**config.mk**
```make
export PLATFORM = sky130hd
export DESIGN_NAME = writeback_arbiter
export DESIGN_NICKNAME = d
export VERILOG_FILES = /design/src/rtl/writeback_arbiter.sv
export SDC_FILE = /design/constraint.sdc
export NUM_CORES = 1
export LEC_CHECK = 0
export CAP_MARGIN = 20
export CORE_AREA = 8 8 155 120
export CTS_BUF_LIST = sky130_fd_sc_hd__clkbuf_8
export DETAILED_ROUTE_END_ITERATION = 7
export DIE_AREA = 0 0 163 128
export PLACE_DENSITY = 0.84
export SLEW_MARGIN = 20
export SYNTH_ARGS = -nofsm -noshare
export SYNTH_HDL_FRONTEND = slang
export SYNTH_SLANG_ARGS = --single-unit
```
**constraint.sdc**
```tcl
create_clock -name clk -period 3.94 [get_ports clk]
set_input_delay 0.788 -clock clk [delete_from_list [all_inputs] [get_ports clk]]
set_output_delay 0.788 -clock clk [all_outputs]
set_load 0.005 [all_outputs]
```
**src/rtl/writeback_arbiter.sv**
```systemverilog
// Register-file write-port arbiter: single-cycle ALU results win, memory results queue and drain when idle.
// Optional macro WB_RETIRE_CNT_EN enables the committed-write counter on retire_cnt.
module writeback_arbiter #(
    parameter int FIFO_DEPTH = 2,
    parameter int XLEN       = 32
) (
    input  logic            clk,
    input  logic            rst,
    input  logic            alu_valid,
    input  logic [4:0]      alu_rd_addr,
    input  logic [XLEN-1:0] alu_result,
    input  logic            mem_valid,
    output logic            mem_ready,
    input  logic [4:0]      mem_rd_addr,
    input  logic [XLEN-1:0] mem_data,
    output logic            wr_en,
    output logic [4:0]      rd_addr,
    output logic [XLEN-1:0] rd_data,
    output logic [31:0]     busy_mask,
    output logic [31:0]     retire_cnt
);

    localparam int AW = $clog2(FIFO_DEPTH);

    logic [4:0]            addr_r [FIFO_DEPTH];
    logic [XLEN-1:0]       data_r [FIFO_DEPTH];
    logic [FIFO_DEPTH-1:0] kill_r;
    logic [AW:0]           wr_ptr_r;
    logic [AW:0]           rd_ptr_r;

    logic                  empty_s;
    logic                  full_s;
    logic                  alu_issue_s;
    logic                  push_s;
    logic                  pop_s;
    logic                  mem_issue_s;
    logic [AW-1:0]         wr_idx_s;
    logic [AW-1:0]         rd_idx_s;
    logic [AW-1:0]         scan_idx_s;
    logic [AW:0]           wr_ptr_n_s;
    logic [AW:0]           rd_ptr_n_s;
    logic [AW:0]           count_n_s;
    logic [4:0]            addr_n_s [FIFO_DEPTH];
    logic [FIFO_DEPTH-1:0] kill_n_s;
    logic [31:0]           busy_n_s;

    assign mem_ready = !full_s;

    // Port arbitration, WAW kill, pointer update and next-state busy mask
    always_comb begin
        empty_s     = (wr_ptr_r == rd_ptr_r);
        full_s      = (wr_ptr_r[AW] != rd_ptr_r[AW]) && (wr_ptr_r[AW-1:0] == rd_ptr_r[AW-1:0]);
        wr_idx_s    = wr_ptr_r[AW-1:0];
        rd_idx_s    = rd_ptr_r[AW-1:0];
        alu_issue_s = alu_valid && (alu_rd_addr != 5'd0);
        push_s      = mem_valid && !full_s && (mem_rd_addr != 5'd0);
        pop_s       = !alu_issue_s && !empty_s;
        mem_issue_s = pop_s && !kill_r[rd_idx_s];
        wr_ptr_n_s  = wr_ptr_r + {{AW{1'b0}}, push_s};
        rd_ptr_n_s  = rd_ptr_r + {{AW{1'b0}}, pop_s};
        count_n_s   = wr_ptr_n_s - rd_ptr_n_s;
        scan_idx_s  = {AW{1'b0}};
        busy_n_s    = 32'h0;
        // An ALU write is younger than everything already queued, so matching entries die;
        // the entry pushed this same cycle is younger still and starts un-killed.
        for (int i = 0; i < FIFO_DEPTH; i++) begin
            addr_n_s[i] = addr_r[i];
            kill_n_s[i] = kill_r[i] | (alu_issue_s && (addr_r[i] == alu_rd_addr));
        end
        if (push_s) begin
            addr_n_s[wr_idx_s] = mem_rd_addr;
            kill_n_s[wr_idx_s] = 1'b0;
        end else begin
            addr_n_s[wr_idx_s] = addr_r[wr_idx_s];
        end
        for (int k = 0; k < FIFO_DEPTH; k++) begin
            scan_idx_s = rd_ptr_n_s[AW-1:0] + AW'(k);
            if (((AW+1)'(k) < count_n_s) && !kill_n_s[scan_idx_s]) begin
                busy_n_s[addr_n_s[scan_idx_s]] = 1'b1;
            end else begin
                busy_n_s = busy_n_s;
            end
        end
        busy_n_s[0] = 1'b0;
    end

    // Queue storage, pointers and registered busy view
    always_ff @(posedge clk) begin
        if (!rst) begin
            wr_ptr_r  <= {(AW+1){1'b0}};
            rd_ptr_r  <= {(AW+1){1'b0}};
            kill_r    <= {FIFO_DEPTH{1'b0}};
            busy_mask <= 32'h0;
            for (int i = 0; i < FIFO_DEPTH; i++) begin
                addr_r[i] <= 5'd0;
                data_r[i] <= {XLEN{1'b0}};
            end
        end else begin
            wr_ptr_r  <= wr_ptr_n_s;
            rd_ptr_r  <= rd_ptr_n_s;
            kill_r    <= kill_n_s;
            busy_mask <= busy_n_s;
            for (int i = 0; i < FIFO_DEPTH; i++) begin
                addr_r[i] <= addr_n_s[i];
            end
            if (push_s) begin
                data_r[wr_idx_s] <= mem_data;
            end
        end
    end

    // Registered write port; address/data hold their last value when idle
    always_ff @(posedge clk) begin
        if (!rst) begin
            wr_en   <= 1'b0;
            rd_addr <= 5'd0;
            rd_data <= {XLEN{1'b0}};
        end else if (alu_issue_s) begin
            wr_en   <= 1'b1;
            rd_addr <= alu_rd_addr;
            rd_data <= alu_result;
        end else if (mem_issue_s) begin
            wr_en   <= 1'b1;
            rd_addr <= addr_r[rd_idx_s];
            rd_data <= data_r[rd_idx_s];
        end else begin
            wr_en   <= 1'b0;
        end
    end

`ifdef WB_RETIRE_CNT_EN
    logic [31:0] retire_cnt_r;

    // Count every edge that raises wr_en; wraps naturally
    always_ff @(posedge clk) begin
        if (!rst) begin
            retire_cnt_r <= 32'h0;
        end else if (alu_issue_s || mem_issue_s) begin
            retire_cnt_r <= retire_cnt_r + 32'd1;
        end
    end

    assign retire_cnt = retire_cnt_r;
`else
    assign retire_cnt = 32'h0;
`endif

endmodule

```
==> flow_metrics.py, run 1 <==
metrics = {
    "outcome": {
        "status": "completed",
    },
    "floorplan": {
        "die_h_um": 128,
        "dieWidth_um": 163,
        "floorplan.rows": 41,
        "io-pin-count": 181,
        "core_region_area_um2": 16310,
        "initial_utilization": 0.4447,
        "dieArea_um2": 20860,
    },
    "clock_tree": {
        "cts_made_buffers": 17,
        "cts_tree": "done",
        "clock_latency_ns": 0.45,
        "clockBufferDepth": 2,
        "cts-root-buf": "clkbuf_8",
        "clock-sinks": 151,
        "postCtsSetupBuffers": 0,
        "path_clk_slew_ns": 0.08,
        "cts_hold_buf": 0,
        "post_cts_resized": 0,
        "htreeDepth": 4,
    },
    "worst_setup_path": {
        "crit_required_ns": 4.29,
        "crit_arrival_ns": 4.08,
        "startpoint_type": "input pin",
        "critPathKind": "input pin to register",
        "end_kind": "register",
        "path_max_fanout": 4,
    },
    "cells_and_area": {
        "layout.cells.non_filler": 1110,
        "areaGrowthSynthToFinish_pct": 29.84,
        "nNetsFinal": 962,
        "drive_gt1_frac": 0.1119,
    },
    "detailed_routing": {
        "viasPerCell": 5.403,
        "antenna_left": 0,
        "highest_layer": "met5",
        "wl_um": 19970,
        "wl_met2_um": 9070,
        "wl_per_cell_um": 17.99,
        "drt_pass1_iterations": 5,
        "drt_iter0_drc": 454,
        "wl_met3_um": 1883,
        "drcViolationCount": 0,
        "route.vias.total": 5997,
        "wl_met1_um": 8363,
    },
    "power_and_ir_drop": {
        "power_uw": 6041,
        "switchingPower_uw": 2413,
        "combPwrFrac": 0.473,
        "irDropWorstVdd_uv": 392.8,
        "sequentialPowerShare": 0.353,
        "p_int_uw": 3628,
        "swShare": 0.3995,
        "p_clk_frac": 0.174,
        "p_per_area_nw_per_um2": 641.3,
        "power.leakage_uw": 0.003519,
    },
    "sta": {
        "rsz0062_at_grt": "no",
        "maxSlewViolCount": 0,
        "fmax_mhz": 268.3,
        "hold_viol_final": 0,
        "setup_viol": 0,
        "finalCriticalPeriod_ns": 3.728,
        "maxSlewHeadroom": 0.4781,
        "tightest_slew_ns": 0.7829,
        "fin_crit_sh": 0.9461,
        "finClkSkew_ns": 0.01749,
    },
    "place": {
        "numPlacedInstances": 1077,
        "portBuffers": 147,
        "gp_congestion": 0.9293,
        "hpwl_um": 14090,
    },
    "global_routing": {
        "grt_pass1_vias": 6061,
        "antenna_found_initial": 2,
        "grt_max_degree": 76,
        "overflow": 0,
        "track_usage": 0.1924,
        "grt_pass1_wl_um": 31730,
    },
    "logic_synthesis": {
        "ys_ff_latch": 151,
        "ys_types": 65,
        "ys_seq_area_frac": 0.5050,
        "async_flop_share": 0,
        "synth_edf_count": 64,
        "synth_area_um2": 7254,
        "synth_flop_cell": "dfxtp_1",
        "synthCells": 713,
        "ys_warn_count": 0,
        "post_synth.cell_area_avg_um2": 10.17,
    },
    "min_path": {
        "min_path_type": "register to register",
    },
    "run": {
        "drv_cap": 0,
    },
}
-- sequential cells by signal (all words and copies together), names as in the netlist, named ones only --
name       flops
addr_r        10
rd_addr        5
kill_r         2
wr_en          1
data_r        64
rd_ptr_r       2
busy_mask     31
wr_ptr_r       2
rd_data       32
-- path summary, 6_finish.rpt --
path,startpoint,to,slack [ns],cells past startpoint
setup / recovery,alu_rd_addr[3],busy_mask[31],0.21,14
hold reg to reg,addr_r[0][4],addr_r[0][4],0.56,2
setup reg to reg,wr_ptr_r[1],busy_mask[31],0.67,12
hold / removal,addr_r[0][4],addr_r[0][4],0.56,2
-- stage by stage --
stage / utilization / hold slack, ns / instance area, um2 / TNS [ns] / worst slack, ns
6_report: 0.5774 / 0.5632 / 9419 / 0 / 0.2125
2_1_floorplan: - / 0.4660 / 7375 / 0 / 0.2147
4_1_cts: 0.5769 / 0.5632 / 9410 / 0 / 0.2199
5_1_grt: 0.5774 / 0.6103 / 9419 / 0 / 0.006345
3_3_place_gp: 0.5562 / 0.5453 / 9074 / -2.526 / -0.2131
3_5_place_dp: 0.5562 / 0.5469 / 9074 / -3.612 / -0.2339
-- placed cells by master, fill, tap and decap left out, types with 4 or more instances in the layout --
cell             instances
a21oi_1                 43
a31oi_1                  4
and2_1                  72
buf_4                   43
clkbuf_8                17
clkdlybuf4s50_1        147
clkinvlp_4               4
conb_1                  33
dfxtp_1                 86
edfxtp_1                64
inv_1                    6
inv_6                    4
mux2_2                   5
mux2i_1                 45
nand2_1                104
nand2b_1                 9
nand3_1                 11
nor2_1                  22
nor2b_1                  4
nor3_1                   7
o211ai_1                38
o21ai_0                  5
o22ai_1                 21
o2bb2ai_1                4
o32ai_1                 11
or3_1                    5
xnor2_1                 10
xor2_1                   5
-- cell families after synthesis --
family,Yosys count,share of synthesized area
AO/OA/AOI/OAI,153,0.1473
buffers and inverters,79,0.05950
multiplexers,52,0.07365
adder cells (fa/ha/maj),3,0.005175
flip-flops,151,0.5050
XOR/XNOR,19,0.02949
other,1,0.0005169
AND/OR/NAND/NOR,255,0.1794
-- Yosys cell counts (all sizes together) (11+ instances only) --
cell      n  area (um2)
nand2   104       390.4
dfxtp    87        1742
and2     72       450.4
edfxtp   64        1922
mux2i    47       478.0
a21oi    44       231.5
buf      39       281.5
o211ai   39       297.8
clkbuf   34       127.6
nor2     23       86.33
o22ai    21       131.4
nand3    11       55.05
o32ai    11       96.34
xnor2    11       115.1
-- worst max-delay path, stage by stage --
cell and delay (ns):
clkdlybuf4s50_1 0.40, buf_4 0.16, nor4_2 0.28, buf_4 0.17
a21boi_4 0.05, a21oi_1 0.16, ha_1 0.22, xnor2_1 0.17
xnor2_1 0.17, a2111oi_1 0.31, a221oi_1 0.12, o21bai_1 0.24
or4_1 0.66, o32ai_1 0.18
-- power groups by stage --
stage	clock [uW]	sequential, uW	combinational (uW)
final	1050	2130	2860
after CTS	1070	2140	2800
after floorplan	0	2090	1800
after global routing	1140	2170	3080
after global placement	0	2160	2750
after detailed placement	0	2170	2780
-- layer usage --
layer / GRT usage / vias up
met3: 0.06932 / 45
met1: 0.2417 / 2835
met5: 0 / -
li1: - / 2843
met4: 0.09096 / 2
met2: 0.2897 / 272
-- final cells by class --
class | instances | area, um2
Fill cell | 1421 | 6894
Sequential cell | 151 | 3665
Multi-Input combinational cell | 515 | 3329
Timing Repair Buffer | 190 | 1794
Tap cell | 215 | 269.0
Clock buffer | 17 | 234.0
Clock inverter | 15 | 102.6
Inverter | 6 | 22.52
Antenna cell | 1 | 2.502
Power figures use the tool's default switching activity.
==> run 2, diff against run 1 <==
--- a/config.mk
+++ b/config.mk
@@ -11,6 +11,7 @@
 export DETAILED_ROUTE_END_ITERATION = 7
 export DIE_AREA = 0 0 163 128
 export PLACE_DENSITY = 0.84
+export RECOVER_POWER = 50
 export SLEW_MARGIN = 20
 export SYNTH_ARGS = -nofsm -noshare
 export SYNTH_HDL_FRONTEND = slang
==> flow_metrics.py, run 2 (synthesized netlist as in run 1, its figures left out) <==
metrics = {
    "outcome": {
        "status": "finished, violations left",
        "failed_checks": "capacitance limit, slew limit",
    },
    "floorplan": {
        "floorplan.rows": 41,
        "initial_utilization": 0.4447,
        "dieWidth_um": 163,
        "dieArea_um2": 20860,
        "die_h_um": 128,
        "io-pin-count": 181,
        "core_region_area_um2": 16310,
    },
    "sta": {
        "rsz0062_at_grt": "no",
        "fin_crit_sh": 0.9565,
        "maxSlewViolCount": 76,
        "fmax_mhz": 265.3,
        "maxSlewHeadroom": -0.01658,
        "hold_viol_final": 0,
        "setup_viol": 0,
        "hold-worst-slack_ns": 0.5654,
        "finClkSkew_ns": 0.01779,
        "tightest_slew_ns": 1.525,
        "finalCriticalPeriod_ns": 3.769,
    },
    "detailed_routing": {
        "wl_met1_um": 8360,
        "drt_pass1_iterations": 6,
        "route.vias.total": 5959,
        "wl_met2_um": 9017,
        "viasPerCell": 5.368,
        "wl_um": 19930,
        "highest_layer": "met5",
        "wl_met3_um": 1927,
        "drt_iter0_drc": 440,
        "wl_per_cell_um": 17.96,
        "antenna_left": 0,
        "drcViolationCount": 0,
    },
    "worst_setup_path": {
        "critPathKind": "input pin to register",
        "end_kind": "register",
        "crit_buf_inv": 3,
        "r2r-end": "busy_mask[31]",
        "cpPeakStageDelay_ns": 0.66,
        "startpoint_type": "input pin",
        "ff2ff_setup_slack_ns": 0.64,
        "crit_required_ns": 4.28,
        "path_delay_family": "compound AO/OA/AOI/OAI gates",
        "r2r_cells": 12,
        "path_cells": "clkdlybuf4s50_1 -> buf_4 -> nor4_2 -> buf_4 -> a21boi_4 -> a21oi_1 -> ha_1 -> xnor2_1 -> xnor2_1 -> a2111oi_1 -> a221oi_1 -> o21bai_1 -> or4_1 -> o32ai_1",
        "r2r-start": "wr_ptr_r[1]",
        "crit_arrival_ns": 4.11,
        "startpoint": "alu_rd_addr[3]",
        "crit_path_top_delay_cell": "or4_1",
        "path_max_fanout": 4,
    },
    "clock_tree": {
        "cts_tree": "done",
        "cts_made_buffers": 17,
        "cts_hold_buf": 0,
        "path_clk_slew_ns": 0.08,
        "clock-sinks": 151,
        "htreeDepth": 4,
        "clock_latency_ns": 0.45,
        "cts-root-buf": "clkbuf_8",
        "clockBufferDepth": 2,
    },
    "cells_and_area": {
        "final_common_cell": "nand2_1",
        "fin_area_um2": 9374,
        "regMostFlops": "data_r",
        "drive_gt1_frac": 0.1040,
        "areaGrowthSynthToFinish_pct": 29.22,
        "multi_input_area_um2": 3307,
        "reg_top3": "data_r x64, rd_data x32, busy_mask x31",
        "nNetsFinal": 962,
        "seqCellArea_um2": 3665,
        "largest_reg_flops": 64,
        "fillerInstances": 1434,
        "mostFrequentLayoutCells": "nand2_1, dfxtp_1, clkdlybuf4s50_1, dlygate4sd3_1, edfxtp_1",
        "post-route-util": 0.5746,
    },
    "place": {
        "gp_congestion": 0.9293,
        "hpwl_um": 14090,
        "placed_cell_area_um2": 9074,
        "portBuffers": 147,
    },
    "power_and_ir_drop": {
        "power.leakage_uw": 0.003686,
        "p_per_area_nw_per_um2": 637.6,
        "power_uw": 5977,
        "irDropWorstVdd_uv": 379.2,
    },
    "global_routing": {
        "antenna_found_initial": 2,
        "overflow": 0,
        "grt_max_degree": 76,
        "track_usage": 0.1924,
        "grt_pass1_wl_um": 31730,
        "grt_pass1_vias": 6061,
    },
    "min_path": {
        "hold_end": "addr_r[0][4]",
        "min_from": "addr_r[0][4]",
        "min_path_type": "register to register",
        "holdPathStages": 2,
    },
    "run": {
        "drv_cap": 1,
    },
}
==> run 2: cell count changes in the layout (fill, tap and decap cells not counted), moves of 3 or more <==
cell             change
dlygate4sd3_1       +69
buf_4               -11
clkdlybuf4s50_1     -69
and2_0               +9
and2_1               -9
clkbuf_2             +3
clkbuf_4             +4
clkbuf_1             +4
==> run 2: area by class of cell <==
| type | count | area share |
|---|---|---|
| Sequential cell | 151 | 0.3909 |
| Multi-Input combinational cell | 515 | 0.3528 |
| Timing Repair Buffer | 190 | 0.1890 |
| Tap cell | 215 | 0.02870 |
| Clock buffer | 17 | 0.02496 |
| Clock inverter | 15 | 0.01094 |
| Inverter | 6 | 0.002403 |
| Antenna cell | 1 | 0.0002670 |
==> run 2: timing repair <==
action                     in CTS  in global routing
resized for setup               0                  2
buffers inserted                0                  0
setup endpoints to repair       0                  3
==> run 2: per-layer routing <==
metal,vias to the layer above,track usage
li1,2841,-
met1,2808,0.2417
met2,261,0.2897
met3,47,0.06932
met4,2,0.09096
met5,-,0
==> run 2: worst register-to-register path, delay by kind of cell (launching register included) <==
family          cells  cell delay [ns]
compound gates      5             0.97
xor+xnor            3             0.71
fa+ha+maj           1             0.20
buf+inv             1             0.05
flops               1             0.52
simple gates        2             0.74
==> run 2: power by group <==
| part | switching, uW | internal (uW) | leakage (uW) |
|---|---|---|---|
| combinational | 1590 | 1210 | 0.00212 |
| sequential | 198 | 1930 | 0.00139 |
| clock | 615 | 436 | 0.000171 |
| total | 2400 | 3580 | 0.00369 |
==> run 2: worst max path at each step <==
stage	to	slack, ns	depth (start not counted)
after floorplan	busy_mask[30]	0.21	12
after global placement	busy_mask[26]	-0.21	15
after detailed placement	busy_mask[24]	-0.23	15
after CTS	busy_mask[24]	0.22	15
after global routing	busy_mask[30]	0.01	14
final	busy_mask[31]	0.17	14
==> run 2: stage by stage <==
| stage | instances | worst slack (ns) | setup TNS, ns |
|---|---|---|---|
| after detailed placement | 1077 | -0.2339 | -3.612 |
| after CTS | 1109 | 0.2199 | 0 |
| after floorplan | 745 | 0.2147 | 0 |
| after global placement | 1077 | -0.2131 | -2.526 |
| after global routing | 1110 | 0.01199 | 0 |
| final | 1110 | 0.1714 | 0 |
